## src/rtl/hdr_stream_gen.sv

```systemverilog
// Ethernet/IPv4/UDP header generator with payload insertion, one byte per cycle.
// Define IP_CSUM_EN to compute the IPv4 header checksum; otherwise bytes 24-25 are zero.
module hdr_stream_gen #(
  parameter int          N_PAY   = 8,
  parameter logic [15:0] ID_INIT = 16'h0000,
  parameter logic [7:0]  TTL     = 8'h40
) (
  input  logic               clk,
  input  logic               rst,
  input  logic               start,
  input  logic [47:0]        cfg_dst_mac,
  input  logic [47:0]        cfg_src_mac,
  input  logic [31:0]        cfg_src_ip,
  input  logic [31:0]        cfg_dst_ip,
  input  logic [15:0]        cfg_src_port,
  input  logic [15:0]        cfg_dst_port,
  input  logic [8*N_PAY-1:0] payload_in,
  output logic               busy,
  output logic [7:0]         out_data,
  output logic               out_valid,
  input  logic               out_ready,
  output logic               out_sop,
  output logic               out_eop
);

  localparam int          NB       = 42 + N_PAY;
  localparam int          FW       = 8 * NB;
  localparam logic [6:0]  LAST_IDX = 7'(NB - 1);
  localparam logic [15:0] TOTLEN   = 16'(28 + N_PAY);
  localparam logic [15:0] UDPLEN   = 16'(8 + N_PAY);

`ifdef IP_CSUM_EN
  typedef enum logic [1:0] {ST_IDLE = 2'd0, ST_CALC = 2'd1, ST_FOLD = 2'd2, ST_SEND = 2'd3} state_t;
`else
  typedef enum logic [1:0] {ST_IDLE = 2'd0, ST_SEND = 2'd1} state_t;
`endif

  state_t             state_q;
  logic [47:0]        dst_mac_q, src_mac_q;
  logic [31:0]        src_ip_q, dst_ip_q;
  logic [15:0]        src_port_q, dst_port_q;
  logic [8*N_PAY-1:0] pay_q;
  logic [15:0]        id_q;
  logic [6:0]         idx_q;
  logic [7:0]         out_data_q;
  logic               busy_q, out_valid_q, out_sop_q, out_eop_q;
  logic [15:0]        csum_s;
  logic [FW-1:0]      frame_s;
  logic [6:0]         next_idx_d;
  logic [7:0]         next_byte_d;

`ifdef IP_CSUM_EN
  logic [31:0] acc_q;
  logic [3:0]  cnt_q;
  logic [15:0] csum_q;

  // Header words summed in CALC, one per cycle, checksum field taken as zero.
  function automatic logic [15:0] hdr_word(input logic [3:0] k, input logic [15:0] id,
                                           input logic [31:0] sip, input logic [31:0] dip);
    case (k)
      4'd0:    return 16'h4500;
      4'd1:    return TOTLEN;
      4'd2:    return id;
      4'd3:    return 16'h4000;
      4'd4:    return {TTL, 8'h11};
      4'd5:    return 16'h0000;
      4'd6:    return sip[31:16];
      4'd7:    return sip[15:0];
      4'd8:    return dip[31:16];
      4'd9:    return dip[15:0];
      default: return 16'h0000;
    endcase
  endfunction

  function automatic logic [15:0] csum_fold(input logic [31:0] acc);
    logic [16:0] s;
    s = {1'b0, acc[15:0]} + {1'b0, acc[31:16]};
    s = {1'b0, s[15:0]} + {16'h0000, s[16]};
    return ~s[15:0];
  endfunction

  assign csum_s = csum_q;
`else
  assign csum_s = 16'h0000;
`endif

  assign frame_s = {dst_mac_q, src_mac_q, 16'h0800, 8'h45, 8'h00, TOTLEN, id_q, 16'h4000,
                    TTL, 8'h11, csum_s, src_ip_q, dst_ip_q, src_port_q, dst_port_q,
                    UDPLEN, 16'h0000, pay_q};

  assign busy      = busy_q;
  assign out_data  = out_data_q;
  assign out_valid = out_valid_q;
  assign out_sop   = out_sop_q;
  assign out_eop   = out_eop_q;

  // Byte to present next: index 0 on the first SEND cycle, else the successor.
  always_comb begin
    next_idx_d  = 7'd0;
    next_byte_d = 8'h00;
    if (out_valid_q) begin
      next_idx_d = idx_q + 7'd1;
    end else begin
      next_idx_d = 7'd0;
    end
    if (next_idx_d <= LAST_IDX) begin
      next_byte_d = frame_s[FW - 8 - 8 * int'(next_idx_d) +: 8];
    end else begin
      next_byte_d = 8'h00;
    end
  end

  // Frame sequencer with registered stream outputs.
  always_ff @(posedge clk) begin
    if (rst) begin
      state_q     <= ST_IDLE;
      busy_q      <= 1'b0;
      out_valid_q <= 1'b0;
      out_sop_q   <= 1'b0;
      out_eop_q   <= 1'b0;
      out_data_q  <= 8'h00;
      id_q        <= ID_INIT;
      idx_q       <= 7'd0;
`ifdef IP_CSUM_EN
      acc_q       <= 32'h0000_0000;
      cnt_q       <= 4'd0;
      csum_q      <= 16'h0000;
`endif
    end else begin
      case (state_q)
        ST_IDLE: begin
          if (start) begin
            dst_mac_q  <= cfg_dst_mac;
            src_mac_q  <= cfg_src_mac;
            src_ip_q   <= cfg_src_ip;
            dst_ip_q   <= cfg_dst_ip;
            src_port_q <= cfg_src_port;
            dst_port_q <= cfg_dst_port;
            pay_q      <= payload_in;
            busy_q     <= 1'b1;
            idx_q      <= 7'd0;
`ifdef IP_CSUM_EN
            acc_q      <= 32'h0000_0000;
            cnt_q      <= 4'd0;
            state_q    <= ST_CALC;
`else
            state_q    <= ST_SEND;
`endif
          end
        end
`ifdef IP_CSUM_EN
        ST_CALC: begin
          acc_q <= acc_q + {16'h0000, hdr_word(cnt_q, id_q, src_ip_q, dst_ip_q)};
          cnt_q <= cnt_q + 4'd1;
          if (cnt_q == 4'd9) begin
            state_q <= ST_FOLD;
          end
        end
        ST_FOLD: begin
          csum_q  <= csum_fold(acc_q);
          state_q <= ST_SEND;
        end
`endif
        ST_SEND: begin
          // First SEND cycle loads byte 0; afterwards advance only on transfer.
          if (!out_valid_q || out_ready) begin
            if (out_valid_q && out_eop_q) begin
              out_valid_q <= 1'b0;
              out_sop_q   <= 1'b0;
              out_eop_q   <= 1'b0;
              busy_q      <= 1'b0;
              id_q        <= id_q + 16'd1;
              state_q     <= ST_IDLE;
            end else begin
              out_valid_q <= 1'b1;
              out_data_q  <= next_byte_d;
              out_sop_q   <= (next_idx_d == 7'd0);
              out_eop_q   <= (next_idx_d == LAST_IDX);
              idx_q       <= next_idx_d;
            end
          end
        end
        default: state_q <= ST_IDLE;
      endcase
    end
  end

endmodule

```

## config.mk

```make
export PLATFORM = sky130hd
export DESIGN_NAME = hdr_stream_gen
export DESIGN_NICKNAME = d
export VERILOG_FILES = /design/src/rtl/hdr_stream_gen.sv
export SDC_FILE = /design/constraint.sdc
export NUM_CORES = 1
export LEC_CHECK = 0
export ABC_AREA = 0
export BUFFER_PORTS_ARGS = -buffer_cell sky130_fd_sc_hd__buf_2
export CORE_ASPECT_RATIO = 2
export CORE_MARGIN = 2
export CORE_UTILIZATION = 55
export CTS_BUF_LIST = sky130_fd_sc_hd__clkbuf_2 sky130_fd_sc_hd__clkbuf_4 sky130_fd_sc_hd__clkbuf_8
export CTS_CLUSTER_DIAMETER = 80
export DETAILED_ROUTE_END_ITERATION = 8
export PLACE_DENSITY = 0.81
export SYNTH_ARGS = -nofsm -noshare
export SYNTH_HDL_FRONTEND = slang
export SYNTH_SLANG_ARGS = --single-unit
```

## constraint.sdc

```tcl
create_clock -name clk -period 25 [get_ports clk]
set_clock_uncertainty 0.15 [all_clocks]
set_input_delay 2.5 -clock clk [delete_from_list [all_inputs] [get_ports clk]]
set_output_delay 2.5 -clock clk [all_outputs]
set_load 0.02 [all_outputs]
```

==> results.yml <==
floorplanning:
  die_w_um: 110
  num_io_pins: 272
  initial_core_util: 0.557
  core_area_um2: 22100
  dieArea_um2: 23600
  dieHeight_um: 215
  rows: 77
timing:
  setup_violations: 0
  max_slew_margin: 0.284
  worst_pin_slew_ns: 1.07
  rsz0062_at_grt: "false"
  fin_tns_setup_ns: 0
  post-route-period-util: 0.209
  drv_slew: 0
  clock.fmax_mhz: 192
  min_period_ns: 5.22
  finalHoldViolCount: 0
  timing.hold.ws_ns: 0.313
  layout_setup_ws_ns: 19.78
run_status:
  run_status: "finished clean"
cells_and_area:
  drive_gt1_frac: 0.368
  final-seq-area_um2: 8390
  fillerInstances: 1598
  final_cells: 1417
  final_core_util: 0.667
  multi_input_area_um2: 3640
  syn2layout_area_growth_pct: 19.9
  design_area_um2: 14700
  nets: 1360
pwr:
  seq_power_share: 0.548
  switching_share: 0.223
  ir_drop_uv: 62.0
  p_per_area_nw_per_um2: 68.7
  p_sw_mw: 0.226
  intPower_mw: 0.786
  p_clk_frac: 0.374
  p_leak_nw: 5.37
  fin_total_pwr_mw: 1.01
  pwr-share-comb: 0.077
synth:
  synth_seq_cells: 291
  ys_types: 75
  netlist_area_um2: 12300
  synth-async-reset-ratio: 0
  ys_top_cells_by_area: "edfxtp_1 63%, mux4_2 6.1%, dfxtp_1 5.7%, mux2i_1 2.7%, nand2_1 1.9%"
  synth_edf_count: 256
  yosys_warnings: 0
  avgSynthCellArea_um2: 15.0
  synth_seq_area_share: 0.683
  synth_top_area_share: 0.626
  ys.flop_type: "edfxtp_1"
  yosysTopAreaCell: "edfxtp_1"
  syn-num-nets: 1085
  netlist_instances: 821
clock_network:
  cts_setup_buffers: 0
  clockBufferDepth: 3
  cts_sinks: 291
  ctsHoldBuffers: 0
  cts_resized: 0
  numCtsBuffers: 40
  cts_root_buf: "clkbuf_8"
  tritoncts: "yes"
  clock_latency_ns: 0.57
  clk_pin_slew_worst_paths_ns: 0.08
  htree_levels: 2
routing:
  drt_iter0_markers: 748
  ant_nets: 0
  drt_first_pass_iters: 6
  route.detailed.drc: 0
  routedWlPerCell_um: 23.3
  vias: 8445
  drt-total-wl_mm: 33.1
  via_per_inst: 5.96
run:
  drv_cap: 0
grt:
  grt_start_max_net_pins: 89
  groute.usage.overall: 0.285
  grt-ovfl-total: 0
  grt_pass1_vias: 8604
  grt_pass1_wl_mm: 48.6
  antenna_found_initial: 10
placed_design:
  gp_congestion: 0.985
  dpl_cell_area_um2: 13900
  numPlacedInstances: 1330
  pre_cts_ws_ns: 19.65
  dp_hpwl_mm: 23.6
  io_buffers: 271
setup_path:
  cp.required_ns: 25.28
  arrival_ns: 5.50
  setup.worst_path.class: "register to register"
  cp_max_fo: 43
  path_cells: "buf_4, and2_2, buf_4, clkinv_1, ha_1, clkinv_1, o311ai_0, o31ai_1, a21oi_1, a2111oi_0, a2111oi_0, a311oi_1"
  cp_slowest_stage_delay_ns: 0.81
  cpMaxStageDelayCell: "o311ai_0"
  worst_setup_path_end_kind: "register"
  start_kind: "register"
min_path:
  hp-class: "register to register"
per-layer routing:
layer  up-vias  global-route usage  share of wire
li1       3814                   -              -
met1      4076               0.306           0.33
met2       439               0.497           0.54
met3       116              0.0537          0.064
met4         0               0.181          0.069
met5         -                   0              0
sequential cells by signal (all words and copies together), names as in the netlist, 7 cells and up:
name	count
src_port_q	16
dst_port_q	16
out_data	8
idx_q	7
pay_q	64
id_q	16
src_mac_q	48
dst_mac_q	48
src_ip_q	32
dst_ip_q	32
Yosys cell counts, drive strengths merged (5+ instances only):
library cell	instances
edfxtp	256
mux4	33
a21oi	35
dfxtp	35
clkbuf	26
o211ai	5
a211oi	13
nand2b	5
o21a	5
nor2	43
nor3	12
nand4	10
mux2	13
mux2i	34
xnor2	6
nand3	22
a32oi	7
buf	26
and3	7
a31oi	20
nor2b	10
nand2	65
o21ai	38
o22ai	6
xor2	12
a311oi	5
path summary, 6_finish.rpt:
| kind | startpoint | to | slack, ns | depth (start not counted) |
|---|---|---|---|---|
| worst max-delay path | out_valid$_SDFFE_PP0P_ | out_data[2]$_SDFFE_PP0P_ | 19.78 | 12 |
| worst min-delay path | out_sop$_SDFFE_PP0P_ | out_sop$_SDFFE_PP0P_ | 0.31 | 2 |
| worst max register to register | out_valid$_SDFFE_PP0P_ | out_data[2]$_SDFFE_PP0P_ | 19.78 | 12 |
| worst min register to register | out_sop$_SDFFE_PP0P_ | out_sop$_SDFFE_PP0P_ | 0.31 | 2 |
kinds of logic after synthesis:
group                      after synthesis  share of synthesized area
and+or+nand+nor                        195                     0.0768
buffers and inverters                   58                     0.0215
AOI/OAI and AO/OA                      175                     0.0993
DFF                                    291                      0.683
adders and majority gates                4                    0.00408
muxes                                   80                      0.101
xor gates and xnor gates                18                     0.0141
layout by cell type (no fill, tap or decap), types with 7 or more instances in the layout:
cell type / count
buf_2: 271
edfxtp_1: 256
nand2_1: 63
nor2_1: 41
clkbuf_8: 40
o21ai_0: 35
dfxtp_1: 35
a21oi_1: 34
mux2i_1: 33
mux4_2: 33
nand3_1: 22
a31oi_1: 20
diode_2: 14
buf_4: 14
clkinv_1: 13
mux2_2: 13
xor2_1: 12
nor3_1: 12
nand4_1: 10
a211oi_1: 10
nor2b_1: 9
clkinv_2: 9
a32oi_1: 7
critical path: cells and delay by family (launching register included):
family,cells,cell delay [ns]
adders and majority gates,1,0.57
and+or+nand+nor,1,0.21
buffers and inverters,4,2.13
AOI/OAI and AO/OA,6,1.70
DFF,1,0.30
power groups by stage:
stage,Sequential [mW],Clock [mW],Combinational (mW)
after floorplan,0.572,0,0.0393
after global placement,0.564,0,0.0771
after detailed placement,0.565,0,0.0784
after CTS,0.555,0.384,0.0786
after global routing,0.556,0.405,0.0844
final,0.555,0.379,0.0783
layout make-up:
type | count | area share
diodes | 14 | 0.00238
flip-flops and latches | 291 | 0.570
repair buffers | 285 | 0.0993
well taps | 276 | 0.0235
inverters | 6 | 0.00153
multi-input cells | 472 | 0.248
clock inverters | 27 | 0.0157
clock buffers | 46 | 0.0404
Power figures use the tool's default switching activity.
